[config.mk]
export PLATFORM = sky130hd
export DESIGN_NAME = bitwise_rtp_module_flat
export DESIGN_NICKNAME = d
export VERILOG_FILES = /design/src/rtl/bitwise_rtp_module_if.sv /design/src/rtl/bitwise_rtp_module.sv /design/src/flat_wrapper.sv
export SDC_FILE = /design/constraint.sdc
export NUM_CORES = 1
export LEC_CHECK = 0
export CORE_UTILIZATION = 57
export CTS_BUF_LIST = sky130_fd_sc_hd__clkbuf_8
export DETAILED_ROUTE_END_ITERATION = 12
export PLACE_DENSITY_LB_ADDON = 0.15
export SLEW_MARGIN = 20
export SYNTH_ARGS = -nofsm -noshare
export SYNTH_HDL_FRONTEND = slang
export SYNTH_SLANG_ARGS = --single-unit
export TNS_END_PERCENT = 1
[constraint.sdc]
create_clock -name clk_in -period 3.98 [get_ports clk_in]
set_input_delay 0.398 -clock clk_in [delete_from_list [all_inputs] [get_ports clk_in]]
set_output_delay 0.398 -clock clk_in [all_outputs]
set_load 0.005 [all_outputs]
[src/rtl/bitwise_rtp_module_if.sv]
// Bus between a packet source/sink and the serial-to-RTP packetiser.
// The master side supplies packet parameters and payload bits; the slave
// side (the packetiser) returns RTP bytes and payload flow control.
interface bitwise_rtp_module_if;
    logic        data_in;
    logic        data_valid_in;
    logic        prepare_for_data;
    logic [15:0] payload_size;
    logic [31:0] rtp_timestamp;
    logic        rtp_marker_in;
    logic [7:0]  data_out;
    logic        valid_out;
    logic        ready_for_data;
    logic [15:0] bit_counter;

    modport master (
        output data_in, data_valid_in, prepare_for_data,
               payload_size, rtp_timestamp, rtp_marker_in,
        input  data_out, valid_out, ready_for_data, bit_counter
    );

    modport slave (
        input  data_in, data_valid_in, prepare_for_data,
               payload_size, rtp_timestamp, rtp_marker_in,
        output data_out, valid_out, ready_for_data, bit_counter
    );
endinterface

[src/rtl/bitwise_rtp_module.sv]
// Serial-to-RTP packetiser: emits a 12-byte RTP header, then packs
// MSB-first serial payload bits into bytes, padding a trailing partial
// byte with zeros in its low bits.
module bitwise_rtp_module #(
    parameter logic [6:0]  PAYLOAD_TYPE = 7'd96,
    parameter logic [31:0] SSRC         = 32'h1234_5678,
    parameter logic [15:0] SEQ_INIT     = 16'd0
) (
    input logic                   clk_in,
    input logic                   rst_in,
    bitwise_rtp_module_if.slave   bus
);

    typedef enum logic [1:0] {IDLE, HEADER, PAYLOAD} state_t;

    state_t      state;
    logic [3:0]  hdr_idx;
    logic [15:0] seq;
    logic [15:0] size_q;
    logic [31:0] ts_q;
    logic        marker_q;
    logic [7:0]  assembler;

    logic [7:0]  hdr_byte;
    logic [7:0]  asm_next;
    logic [15:0] count_next;
    logic [7:0]  partial_byte;

    // Header byte selected by position; byte 0 is issued directly from IDLE
    always_comb begin
        hdr_byte = 8'h00;
        case (hdr_idx)
            4'd0:  hdr_byte = 8'h80;
            4'd1:  hdr_byte = {marker_q, PAYLOAD_TYPE};
            4'd2:  hdr_byte = seq[15:8];
            4'd3:  hdr_byte = seq[7:0];
            4'd4:  hdr_byte = ts_q[31:24];
            4'd5:  hdr_byte = ts_q[23:16];
            4'd6:  hdr_byte = ts_q[15:8];
            4'd7:  hdr_byte = ts_q[7:0];
            4'd8:  hdr_byte = SSRC[31:24];
            4'd9:  hdr_byte = SSRC[23:16];
            4'd10: hdr_byte = SSRC[15:8];
            4'd11: hdr_byte = SSRC[7:0];
            default: hdr_byte = 8'h00;
        endcase
    end

    // Next assembler contents and bit count if the current bit is accepted;
    // a trailing partial byte is shifted up so its first bit lands in bit 7
    always_comb begin
        asm_next     = {assembler[6:0], bus.data_in};
        count_next   = bus.bit_counter + 16'd1;
        partial_byte = asm_next << (4'd8 - {1'b0, count_next[2:0]});
    end

    // Packet sequencer: header emission, payload packing and sequence numbering
    always_ff @(posedge clk_in or posedge rst_in) begin
        if (rst_in) begin
            state              <= IDLE;
            hdr_idx            <= 4'd0;
            seq                <= SEQ_INIT;
            size_q             <= 16'd0;
            ts_q               <= 32'd0;
            marker_q           <= 1'b0;
            assembler          <= 8'd0;
            bus.data_out       <= 8'd0;
            bus.valid_out      <= 1'b0;
            bus.ready_for_data <= 1'b0;
            bus.bit_counter    <= 16'd0;
        end else begin
            bus.valid_out <= 1'b0;
            case (state)
                IDLE: begin
                    if (bus.prepare_for_data) begin
                        size_q          <= bus.payload_size;
                        ts_q            <= bus.rtp_timestamp;
                        marker_q        <= bus.rtp_marker_in;
                        bus.bit_counter <= 16'd0;
                        assembler       <= 8'd0;
                        bus.data_out    <= 8'h80;
                        bus.valid_out   <= 1'b1;
                        hdr_idx         <= 4'd1;
                        state           <= HEADER;
                    end
                end
                HEADER: begin
                    bus.data_out  <= hdr_byte;
                    bus.valid_out <= 1'b1;
                    if (hdr_idx == 4'd11) begin
                        hdr_idx <= 4'd0;
                        if (size_q == 16'd0) begin
                            seq   <= seq + 16'd1;
                            state <= IDLE;
                        end else begin
                            bus.ready_for_data <= 1'b1;
                            state              <= PAYLOAD;
                        end
                    end else begin
                        hdr_idx <= hdr_idx + 4'd1;
                    end
                end
                PAYLOAD: begin
                    if (bus.data_valid_in) begin
                        bus.bit_counter <= count_next;
                        if (count_next == size_q) begin
                            bus.data_out       <= (count_next[2:0] == 3'd0) ? asm_next : partial_byte;
                            bus.valid_out      <= 1'b1;
                            assembler          <= 8'd0;
                            bus.ready_for_data <= 1'b0;
                            seq                <= seq + 16'd1;
                            state              <= IDLE;
                        end else if (count_next[2:0] == 3'd0) begin
                            bus.data_out  <= asm_next;
                            bus.valid_out <= 1'b1;
                            assembler     <= 8'd0;
                        end else begin
                            assembler <= asm_next;
                        end
                    end
                end
                default: begin
                    bus.ready_for_data <= 1'b0;
                    state              <= IDLE;
                end
            endcase
        end
    end

endmodule

[src/flat_wrapper.sv]
// flat-port wrapper written by rule: the top's interface ports become plain ports
module bitwise_rtp_module_flat 
#(
    parameter logic [6:0]  PAYLOAD_TYPE = 7'd96,
    parameter logic [31:0] SSRC         = 32'h1234_5678,
    parameter logic [15:0] SEQ_INIT     = 16'd0
)
  (clk_in, rst_in, bus_data_in, bus_data_valid_in, bus_prepare_for_data, bus_payload_size, bus_rtp_timestamp, bus_rtp_marker_in, bus_data_out, bus_valid_out, bus_ready_for_data, bus_bit_counter);
  bitwise_rtp_module_if bus_i ();
  input logic clk_in;
  input logic rst_in;
  input wire logic [$bits(bus_i.data_in)-1:0] bus_data_in;
  input wire logic [$bits(bus_i.data_valid_in)-1:0] bus_data_valid_in;
  input wire logic [$bits(bus_i.prepare_for_data)-1:0] bus_prepare_for_data;
  input wire logic [$bits(bus_i.payload_size)-1:0] bus_payload_size;
  input wire logic [$bits(bus_i.rtp_timestamp)-1:0] bus_rtp_timestamp;
  input wire logic [$bits(bus_i.rtp_marker_in)-1:0] bus_rtp_marker_in;
  output wire logic [$bits(bus_i.data_out)-1:0] bus_data_out;
  output wire logic [$bits(bus_i.valid_out)-1:0] bus_valid_out;
  output wire logic [$bits(bus_i.ready_for_data)-1:0] bus_ready_for_data;
  output wire logic [$bits(bus_i.bit_counter)-1:0] bus_bit_counter;
  assign bus_i.data_in = bus_data_in;
  assign bus_i.data_valid_in = bus_data_valid_in;
  assign bus_i.prepare_for_data = bus_prepare_for_data;
  assign bus_i.payload_size = bus_payload_size;
  assign bus_i.rtp_timestamp = bus_rtp_timestamp;
  assign bus_i.rtp_marker_in = bus_rtp_marker_in;
  assign bus_data_out = bus_i.data_out;
  assign bus_valid_out = bus_i.valid_out;
  assign bus_ready_for_data = bus_i.ready_for_data;
  assign bus_bit_counter = bus_i.bit_counter;
  bitwise_rtp_module #(.PAYLOAD_TYPE(PAYLOAD_TYPE), .SSRC(SSRC), .SEQ_INIT(SEQ_INIT)) u_core (.clk_in(clk_in), .rst_in(rst_in), .bus(bus_i));
endmodule
=== Word level (Yosys, flattened, before mapping) ===
Cells that the tools add are included.

* $add $sub $neg: 4
* Eq/ne operators: 21
* Shifts and indexed selects: 1
* Multiplexer cells: 39
* Bitwise gates (word level): 1
* Reduce and logical (&&, ||, !) cells: 15

{| class="wikitable"
|+ Operator list
! operator !! number
|-
| $mux W16 || 6
|-
| $pmux W8 S12 || 1
|-
| $pmux W16 S2 || 2
|-
| $mux W8 || 5
|-
| $add A16 B1 Y16 const B || 2
|-
| $mux W7 || 4
|-
| $pmux W8 S3 || 1
|-
| $eq A16 B16 Y1 || 1
|-
| $eq A4 B3 Y1 const B || 4
|-
| $eq A4 B4 Y1 const B || 4
|-
| $logic_not A16 Y1 || 1
|-
| $pmux W7 S2 || 1
|-
| $mux W2 || 5
|-
| $reduce_and A5 Y1 || 2
|-
| $eq A4 B2 Y1 const B || 2
|-
| $mux W1 || 8
|-
| $mux W4 || 2
|-
| $pmux W4 S2 || 1
|-
| $reduce_and A4 Y1 || 2
|-
| $shl A8 B4 Y8 || 1
|-
| $ne A2 B1 Y1 const B || 3
|-
| $ne A2 B2 Y1 const B || 3
|-
| $pmux W1 S3 || 2
|-
| $pmux W2 S3 || 1
|-
| other kinds (14) || 17
|}

* Register bits: 104
* Input bits: 54
* Output and inout port bits: 26
* Word-level logic and storage cells: 92

=== Logic depth before layout (Yosys ltp) ===
Gate-level depths: netlist (run 1).

* Depth in word-level cells: 7
* Gate-level depth with buffers: 11
* Mapped depth without buffers: 10

=== Worst setup path before layout (run 1) ===
OpenSTA, ideal clock, no wires.

* Path type: reg2reg
* Start point: register u_core.bus.bit_counter[1]
* End point: register u_core.bus.data_out[4]
* Library setup time: 0.125 ns
* Arrival time: 2.939 ns
* Data required time: 3.855 ns
* Path slack: 0.916 ns
* Stages on the path, launching flop included: 11
* Buffers on the path: 1
* Cell sequence: dfrtp_1 ha_1 ha_1 xor2_1 nor3_1 nand3_1 or4b_1 o41ai_1 and2_1 buf_4 mux2_2

* Longest elaborated chain between the ends: 7

{| class="wikitable"
|+ RTL lines
! element !! line !! text
|-
| from (decl) || bitwise_rtp_module_if.sv:25 || <nowiki>output data_out, valid_out, ready_for_data, bit_counter</nowiki>
|-
| from (signal assigned) || bitwise_rtp_module.sv:105 || <nowiki>bus.bit_counter <= count_next;</nowiki>
|-
| $add A16 B1 Y16 * || bitwise_rtp_module.sv:53 || <nowiki>count_next = bus.bit_counter + 16'd1;</nowiki>
|-
| $sub A4 B3 Y4 || bitwise_rtp_module.sv:54 || <nowiki>partial_byte = asm_next << (4'd8 - {1'b0, count_next[2:0]});</nowiki>
|-
| $shl A8 B4 Y8 || bitwise_rtp_module.sv:54 ||
|-
| $mux W8 || bitwise_rtp_module.sv:107 || <nowiki>bus.data_out <= (count_next[2:0] == 3'd0) ? asm_next : partial_byte;</nowiki>
|-
| $mux W8 || bitwise_rtp_module.sv:106 || <nowiki>if (count_next == size_q) begin</nowiki>
|-
| $mux W8 || bitwise_rtp_module.sv:104 || <nowiki>if (bus.data_valid_in) begin</nowiki>
|-
| $pmux W8 S3 || bitwise_rtp_module.sv:73 || <nowiki>case (state)</nowiki>
|-
| to (signal assigned) || bitwise_rtp_module.sv:88 || <nowiki>bus.data_out <= hdr_byte;</nowiki>
|-
| to (signal assigned) || bitwise_rtp_module.sv:107 ||
|-
| to (signal assigned) || bitwise_rtp_module.sv:114 || <nowiki>bus.data_out <= asm_next;</nowiki>
|-
| to (decl) || bitwise_rtp_module_if.sv:25 ||
|}

Mark *: on every way between the ends. The rest lies on a longest branch, timed or not. The select of a mux whose other input is x is not followed.
A chain may end at the register's enable or synchronous reset.

=== Final worst setup path (run 1) ===
Ends and elaborated chain as after synthesis.

==> out/results.ini, run 1 <==
[power]
peakVddDrop_uv=324
p_per_area_nw_per_um2=606
leakagePower_nw=2.81

[sta]
whs_ps=487
max_slew_margin_pct=46.1
tns_ps=0
fmax_ghz=0.285
fin_skew_ps=16.8
final-setup-viol-count=0
min_period_ps=3510
rsz0062_at_grt=no
hold_viol=0
tightest_slew_ps=807
report.final.slew_viol_count=0
fin_crit_sh_pct=88.2

[setup_path]
path_cells=ha_1, ha_1, xor2_1, nor3_1, nand3_1, or4b_1, o41ai_1, and2_1, mux2_2
startpoint=u_core.bus.bit_counter[1]
worst-setup-path-type=reg2reg
cp-start-kind=flop
r2r_start=u_core.bus.bit_counter[1]
crit_path_max_fanout=7
arrival_ps=3780
critical_path.max_stage_delay_ps=550
crit_top_cell=ha_1
end_kind=flop
required_ps=4250
slowest_stage=or4b_1

[detailed_routing]
drt_iter0_drc=510
first_pass_iters=5
vias=5021
wl_per_cell_um=18.3
vias_per_cell=6.39
wirelength_um=14400
drc_errors=0
postRouteAntennaNets=0

[yosys]
syn_area_um2=5980
yosys.cell_count.top_type=dfrtp_1
synthTopCellsByCount=dfrtp_1 (104), mux2_2 (52), nand2_1 (41)
synth_nets=655
synth_top_area_share_pct=43.5
ys_types=65
yosysWarningCount=0
ys.flop_type=dfrtp_1
synth_edf_count=0
synth_top_area_cell=dfrtp_1
synthTopCellsByArea=dfrtp_1 (44%), mux2_2 (9.8%), xnor2_1 (4.7%), o21ai_0 (3.1%), nand2_1 (2.6%)
ys_seq_elements=104
syn_inst=589
synth_area_per_cell_um2=10.2
async_flop_share_pct=100
synth-seq-area-share_pct=43.5

[clock_network]
clk_pin_slew_worst_paths_ps=110
cts_tree=built
cts_max_level=3
clock_latency_ps=380
cts_root_buffer=clkbuf_8
numCtsBuffers=9
cts_resized=0
clockBufferDepth=2
cts_hold_buf=0
cts_sinks=104

[floorplan]
fp.dieW_um=104
rows=37
die_h_um=104
start_util_pct=58.5
fp.dieArea_um2=10900
core_area_um2=10200
ios=80

[grt]
grt_pass1_wl_um=23600
grt_util_all_layers_pct=27.2
first_global_vias=4756
overflow=0
grt_max_degree=87
antenna_found_initial=0

[layout]
synthToLayoutAreaGrowth_pct=17.6
drive_gt1_share_pct=13.7
antenna_cells=0
layout.nets=711

[min_path]
min_from=u_core.seq[15]
hp-class=reg2reg

[place]
gp_congestion=0.964
io_buffers=79
post-dp-hpwl_um=10100

[status]
status=finished clean

[job]
maxCapViolCount=0

## registers in the layout, summed over array words and instances, names as in the netlist
name and count:
u_core.bus.ready_for_data 1, u_core.assembler 7, u_core.state 2, u_core.bus.data_out 8, u_core.seq 16, u_core.ts_q 32
u_core.size_q 16, u_core.hdr_idx 4, u_core.marker_q 1, u_core.bus.bit_counter 16, u_core.bus.valid_out 1
## placed cells by master, fill, tap and decap left out, drive strengths merged, types with 4 or more instances in the layout
cell type      Yosys  final
and4               4      4
ha                12     12
nor4              11     11
o31ai              5      5
nand2             41     41
a31oi             13     13
and2               9      9
and3              10     10
a21oi             22     22
nand2b             8      8
buf               19      6
o21ai             38     38
nand3             27     27
a211oi             6      6
a22o              14     14
o211ai             4      4
o21a               4      4
nor3               8      8
inv               16     19
xor2               7      7
clkdlybuf4s50      0     79
o221ai             4      4
mux2              52     52
nor2              23     23
dfrtp            104    104
o22ai              4      4
nor2b              6      6
a22oi              5      5
mux2i              6      6
xnor2             32     32
nand4             10     10
a221oi             5      5
clkbuf            21     10
## critical path, delay by kind of cell, from the launching register on
kind | cells | cell delay (ps)
simple gates | 4 | 1210
flops | 1 | 480
fa+ha+maj | 2 | 700
compound gates | 1 | 460
xor+xnor | 1 | 190
mux | 1 | 370
## worst paths after layout
check / endpoint / slack, ps / cells after the start
max in group asynchronous: u_core.bus.bit_counter[7] / 2730 / 3
max: u_core.bus.data_out[4] / 470 / 9
max reg2reg: u_core.bus.data_out[4] / 470 / 9
min in group asynchronous: u_core.bus.valid_out / 510 / 2
min reg2reg: u_core.seq[15] / 490 / 1
min: u_core.seq[15] / 490 / 1
## cells by family (layout without fill, tap and decap cells)
logic type               after synthesis  count (layout)  synth area share, %
adder cells (fa/ha/maj)               12              12                 2.51
buffers and inverters                 56             117                 3.93
multiplexers                          61              61                 11.9
flip-flops                           104             104                 43.5
AO/OA/AOI/OAI                        149             149                 17.0
AND/OR/NAND/NOR                      168             168                 15.4
XOR/XNOR                              39              39                 5.71
## layer usage
metal / up-vias / global-route usage (%) / part of all wire [%]
met5: - / 0 / 0
met2: 212 / 43.5 / 49
met3: 36 / 4.39 / 6.3
met1: 2476 / 36.9 / 43
met4: 0 / 11.2 / 2.3
li1: 2297 / - / -
## stage by stage
step                instances  setup WS (ps)  power (mW)  utilization, %  instance area [µm²]
floorplan                 589            850        2.99               -                 5980
global placement          767            619        3.48            66.4                 6800
detailed placement        767            522        3.54            66.4                 6800
CTS                       783            463        4.25            68.5                 7010
global route              786            278        4.52            68.8                 7040
finish                    786            469        4.27            68.8                 7040
## area by class of cell
class	count	area (µm²)
clock buffer	10	138
clock inverter	6	73.8
fill	786	3190
inverter	16	65.1
multi-input combinational	429	3150
sequential	104	2600
tap	136	170
timing repair buffer	85	836
## power by group
part / leakage [nW] / switching, mW / internal, mW / total (mW)
Combinational: 1.38 / 0.963 / 0.884 / 1.85
Clock: 0.108 / 0.399 / 0.318 / 0.717
Sequential: 1.32 / 0.306 / 1.40 / 1.70
Total: 2.81 / 1.67 / 2.60 / 4.27
## timing repair
item                                    CTS  global route
setup buffers                             0             3
endpoints found under the hold margin     0             0
endpoints found under the setup margin    0             1
(Power assumes the default switching activity.)
==> inputs of run 2 (changes only) <==
--- a/config.mk
+++ b/config.mk
@@ -5,9 +5,11 @@
 export SDC_FILE = /design/constraint.sdc
 export NUM_CORES = 1
 export LEC_CHECK = 0
+export CORE_MARGIN = 1
 export CORE_UTILIZATION = 57
 export CTS_BUF_LIST = sky130_fd_sc_hd__clkbuf_8
 export DETAILED_ROUTE_END_ITERATION = 12
+export GPL_ROUTABILITY_DRIVEN = 0
 export PLACE_DENSITY_LB_ADDON = 0.15
 export SLEW_MARGIN = 20
 export SYNTH_ARGS = -nofsm -noshare
==> run 2 against run 1 <==
Against the previous run:
- setup slack lost 30 ps
- sequential power is essentially flat
- total power down 1.9%
- design area shrank 0.78%
- flip-flop and latch count unchanged
- hold slack improved by 4.5 ps
- clock power decreased by 12%
- final cell count is 0.38% lower
- wire length down 0.25%
==> out/results.ini, run 2 (same netlist as run 1, synthesis figures left out) <==
[setup_path]
end_kind=flop
cp-start-kind=flop
worst-setup-path-type=reg2reg
arrival_ps=3840
required_ps=4280
crit_path_max_fanout=19

[layout]
top_register=u_core.ts_q
synthToLayoutAreaGrowth_pct=16.7
final_util_pct=68.2
drive_gt1_share_pct=13.1
fin_area_um2=6980
antenna_cells=0
regArea_um2=2600
multiInputGateArea_um2=3150
final_cells=783
final_common_cell=dfrtp_1
final_cell_mix=dfrtp_1 (104), clkdlybuf4s50_1 (79), mux2_2 (52)
largest_register_ffs=32
fill_cells=807
layout.nets=708

[min_path]
hp-class=reg2reg

[power]
peakVddDrop_uv=390
p_int_mw=2.52
comb_power_share_pct=44.1
power_switching_mw=1.67
p_clk_share_pct=15.1
leakagePower_nw=2.79
seq_power_share_pct=40.7
p_sw_share_pct=39.9
p_per_area_nw_per_um2=600

[sta]
rsz0062_at_grt=no
hold_viol=0
final-setup-viol-count=0
report.final.slew_viol_count=0
layout_setup_ws_ps=439
tightest_slew_ps=796
max_slew_margin_pct=46.8
fmax_ghz=0.282
min_period_ps=3540
fin_crit_sh_pct=89.0
fin_skew_ps=9.34
tns_ps=0

[clock_network]
postCtsSetupBuffers=0
clock_latency_ps=400
cts_sinks=104
cts_tree=built
cts_root_buffer=clkbuf_8
cts_max_level=3
numCtsBuffers=9
cts_resized=0
cts_hold_buf=0
clockBufferDepth=2
clk_pin_slew_worst_paths_ps=110

[detailed_routing]
vias_per_cell=6.26
wirelength_um=14400
first_pass_iters=5
vias=4901
postRouteAntennaNets=0
drc_errors=0
wl_per_cell_um=18.4
drt_iter0_drc=361

[place]
post-dp-hpwl_um=10200
place_ws_ps=547
io_buffers=79
dp.cells=767
dpl-instance-area_um2=6800

[floorplan]
core_area_um2=10200
start_util_pct=58.5
fp.dieW_um=104
die_h_um=104
rows=37
ios=80
fp.dieArea_um2=10900

[grt]
grt_util_all_layers_pct=27.7
grt_max_degree=84
grt_pass1_wl_um=23900
first_global_vias=4692
antenna_found_initial=0
overflow=0

[status]
status=finished clean

[job]
maxCapViolCount=0

run 2: cell count changes in the layout (fill, tap and decap cells not counted):
cell,previous run,this run
buf_4,6,3
inv_1,15,16
clkbuf_8,10,9
bufinv_16,1,0
clkinv_4,2,1
clkinv_2,0,1
inv_8,0,1
run 2: routing by layer:
metal | wire length, µm | up-vias | GRT usage (%) | part of all wire, %
met5 | 0 | - | 0 | 0
met4 | 320 | 0 | 9.08 | 2.2
met3 | 768 | 30 | 6.52 | 5.3
met2 | 7060 | 158 | 44.2 | 49
met1 | 6230 | 2420 | 37.1 | 43
li1 | - | 2293 | - | -
run 2: through the flow:
stage / total power [mW] / hold slack (ps)
after floorplan: 2.99 / 446
after global placement: 3.48 / 465
after detailed placement: 3.55 / 471
after CTS: 4.19 / 490
after global routing: 4.45 / 516
final: 4.19 / 492
run 2: path summary, 6_finish.rpt:
kind	startpoint	to	slack, ps	cells past startpoint
worst max-delay path	u_core.bus.bit_counter[0]	u_core.bus.data_out[4]	440	8
worst min-delay path	u_core.seq[15]	u_core.seq[15]	490	1
worst max register to register	u_core.bus.bit_counter[0]	u_core.bus.data_out[4]	440	8
worst min register to register	u_core.seq[15]	u_core.seq[15]	490	1
max in group asynchronous	rst_in	u_core.size_q[4]	2670	3
min in group asynchronous	rst_in	u_core.assembler[1]	500	2
run 2: power groups by stage:
stage	Combinational, mW	Clock, mW	Sequential [mW]
after detailed placement	1.83	0	1.72
after global placement	1.78	0	1.70
after floorplan	1.39	0	1.60
final	1.85	0.634	1.71
after CTS	1.84	0.647	1.70
after global routing	2.01	0.690	1.75
run 2: cell type report:
class | instances | area share (%)
Multi-Input combinational cell | 429 | 45.1
Sequential cell | 104 | 37.3
Timing Repair Buffer | 82 | 11.6
Tap cell | 136 | 2.44
Clock buffer | 9 | 1.77
Inverter | 16 | 0.932
Clock inverter | 7 | 0.789
run 2: critical path, cell delays in order, from the launching register on:
cell and delay [ps]:
dfrtp_1 370, buf_4 250, and4_1 530, a31oi_1 180, nor4_1 410, or4b_1 510
o41ai_1 470, and2_1 360, mux2_2 370
==> inputs of run 3 (changes only) <==
--- a/config.mk
+++ b/config.mk
@@ -5,13 +5,15 @@
 export SDC_FILE = /design/constraint.sdc
 export NUM_CORES = 1
 export LEC_CHECK = 0
+export CELL_PAD_IN_SITES_DETAIL_PLACEMENT = 0
+export CELL_PAD_IN_SITES_GLOBAL_PLACEMENT = 1
 export CORE_MARGIN = 1
-export CORE_UTILIZATION = 57
+export CORE_UTILIZATION = 45
 export CTS_BUF_LIST = sky130_fd_sc_hd__clkbuf_8
 export DETAILED_ROUTE_END_ITERATION = 12
 export GPL_ROUTABILITY_DRIVEN = 0
 export PLACE_DENSITY_LB_ADDON = 0.15
-export SLEW_MARGIN = 20
+export SLEW_MARGIN = 0
 export SYNTH_ARGS = -nofsm -noshare
 export SYNTH_HDL_FRONTEND = slang
 export SYNTH_SLANG_ARGS = --single-unit
==> run 3 against run 2 <==
Against the previous run:
- total power rose by 3.3%
- design area grew 1.6%
- core utilization decreased by 13 points
- register-to-register slack improved by 40 ps
- largest cell class unchanged
==> out/results.ini, run 3 (same netlist as run 1, synthesis figures left out) <==
[detailed_routing]
met2_wirelength_um=7230
drc_errors=0
postRouteAntennaNets=0
vias_per_cell=5.87
wl_met3_um=565
top_layer=met4
vias=4823
wl_per_cell_um=18.4
drt_iter0_drc=308
wl_met1_um=6870
wirelength_um=15100
first_pass_iters=5

[power]
power_switching_mw=1.66
p_clk_share_pct=18.1
p_sw_share_pct=38.4
leakagePower_nw=2.82
comb_power_share_pct=42.5
peakVddDrop_uv=353
p_per_area_nw_per_um2=610
p_int_mw=2.66
seq_power_share_pct=39.4

[min_path]
hp-class=reg2reg
min_from=u_core.seq[15]

[sta]
hold_viol=0
min_period_ps=3500
fin_skew_ps=15.5
final-setup-viol-count=0
tns_ps=0
fmax_ghz=0.286
tightest_slew_ps=1050
report.final.slew_viol_count=0
max_slew_margin_pct=30.3
rsz0062_at_grt=no
fin_crit_sh_pct=87.9

[clock_network]
cts_tree=built
cts_hold_buf=0
clockBufferDepth=2
postCtsSetupBuffers=0
cts_resized=0
numCtsBuffers=9
cts_root_buffer=clkbuf_8
clk_pin_slew_worst_paths_ps=110
cts_sinks=104
cts_max_level=3
clock_latency_ps=390

[place]
io_buffers=79
post-dp-hpwl_um=10800
dp.cells=805
dpl-instance-area_um2=6860

[setup_path]
path_cells=ha_1, ha_1, xor2_1, nor3_1, nand3_1, or4b_1, o41ai_1, and2_1, mux2_2
crit_path_max_fanout=7
arrival_ps=3790
required_ps=4270
critical_path.max_stage_delay_ps=540
slowest_stage=or4b_1
worst-setup-path-type=reg2reg
cp-start-kind=flop
end_kind=flop
startpoint=u_core.bus.bit_counter[1]
r2r_start=u_core.bus.bit_counter[1]
crit_top_cell=ha_1

[layout]
largest_register_ffs=32
fill_cells=1155
final_common_cell=dfrtp_1
antenna_cells=0
drive_gt1_share_pct=13.6
fin_area_um2=7090
final_cell_mix=dfrtp_1 (104), clkdlybuf4s50_1 (79), mux2_2 (52)
top_register=u_core.ts_q
final_cells=821
final_util_pct=55.5
synthToLayoutAreaGrowth_pct=18.5
layout.nets=710

[floorplan]
fp.dieW_um=117
start_util_pct=46.8
die_h_um=117
fp.dieArea_um2=13800
ios=80
rows=41
core_area_um2=12800

[job]
maxCapViolCount=0

[grt]
antenna_found_initial=0
grt_util_all_layers_pct=23.4
overflow=0
first_global_vias=4761
grt_max_degree=84
grt_pass1_wl_um=24400

[status]
status=finished clean

## run 3: worst paths after layout
| kind | depth (start not counted) | slack (ps) | to |
|---|---|---|---|
| worst min register to register | 1 | 490 | u_core.seq[15] |
| worst max register to register | 9 | 480 | u_core.bus.data_out[4] |
| worst min-delay path | 1 | 490 | u_core.seq[15] |
| min in group asynchronous | 2 | 590 | u_core.seq[8] |
| max in group asynchronous | 3 | 2510 | u_core.size_q[5] |
| worst max-delay path | 9 | 480 | u_core.bus.data_out[4] |
## run 3: per-stage QoR
step / hold slack (ps) / setup WS, ps / power [mW]
2_1_floorplan: 446 / 850 / 2.99
3_3_place_gp: 466 / 544 / 3.50
3_5_place_dp: 471 / 495 / 3.55
4_1_cts: 490 / 482 / 4.34
5_1_grt: 514 / 101 / 4.61
6_report: 491 / 481 / 4.32
## run 3: critical path: cells and delay by family, from the launching register on
family                   cells  cell delay [ps]
multiplexers                 1              370
AND/OR/NAND/NOR              4             1180
flip-flops                   1              460
XOR/XNOR                     1              180
adder cells (fa/ha/maj)      2              680
AO/OA/AOI/OAI                1              520
## run 3: layout make-up
| class | instances | area [µm²] | share of cell area [%] |
|---|---|---|---|
| sequential | 104 | 2600 | 36.7 |
| multi-input combinational | 429 | 3150 | 44.4 |
| inverter | 16 | 62.6 | 0.882 |
| tap | 172 | 215 | 3.04 |
| clock inverter | 6 | 97.6 | 1.38 |
| timing repair buffer | 84 | 828 | 11.7 |
| clock buffer | 10 | 138 | 1.94 |
## run 3: metal layers
layer / up-vias / GRT usage (%)
met2: 113 / 38.4
met4: 0 / 9.45
met3: 31 / 4.79
met1: 2383 / 30.2
li1: 2296 / -
met5: - / 0
## run 3: power by group through the flow
stage / combinational (mW) / clock (mW) / sequential (mW)
floorplan: 1.39 / 0 / 1.60
global placement: 1.80 / 0 / 1.71
detailed placement: 1.83 / 0 / 1.72
CTS: 1.84 / 0.807 / 1.70
global route: 2.02 / 0.844 / 1.74
finish: 1.84 / 0.784 / 1.70
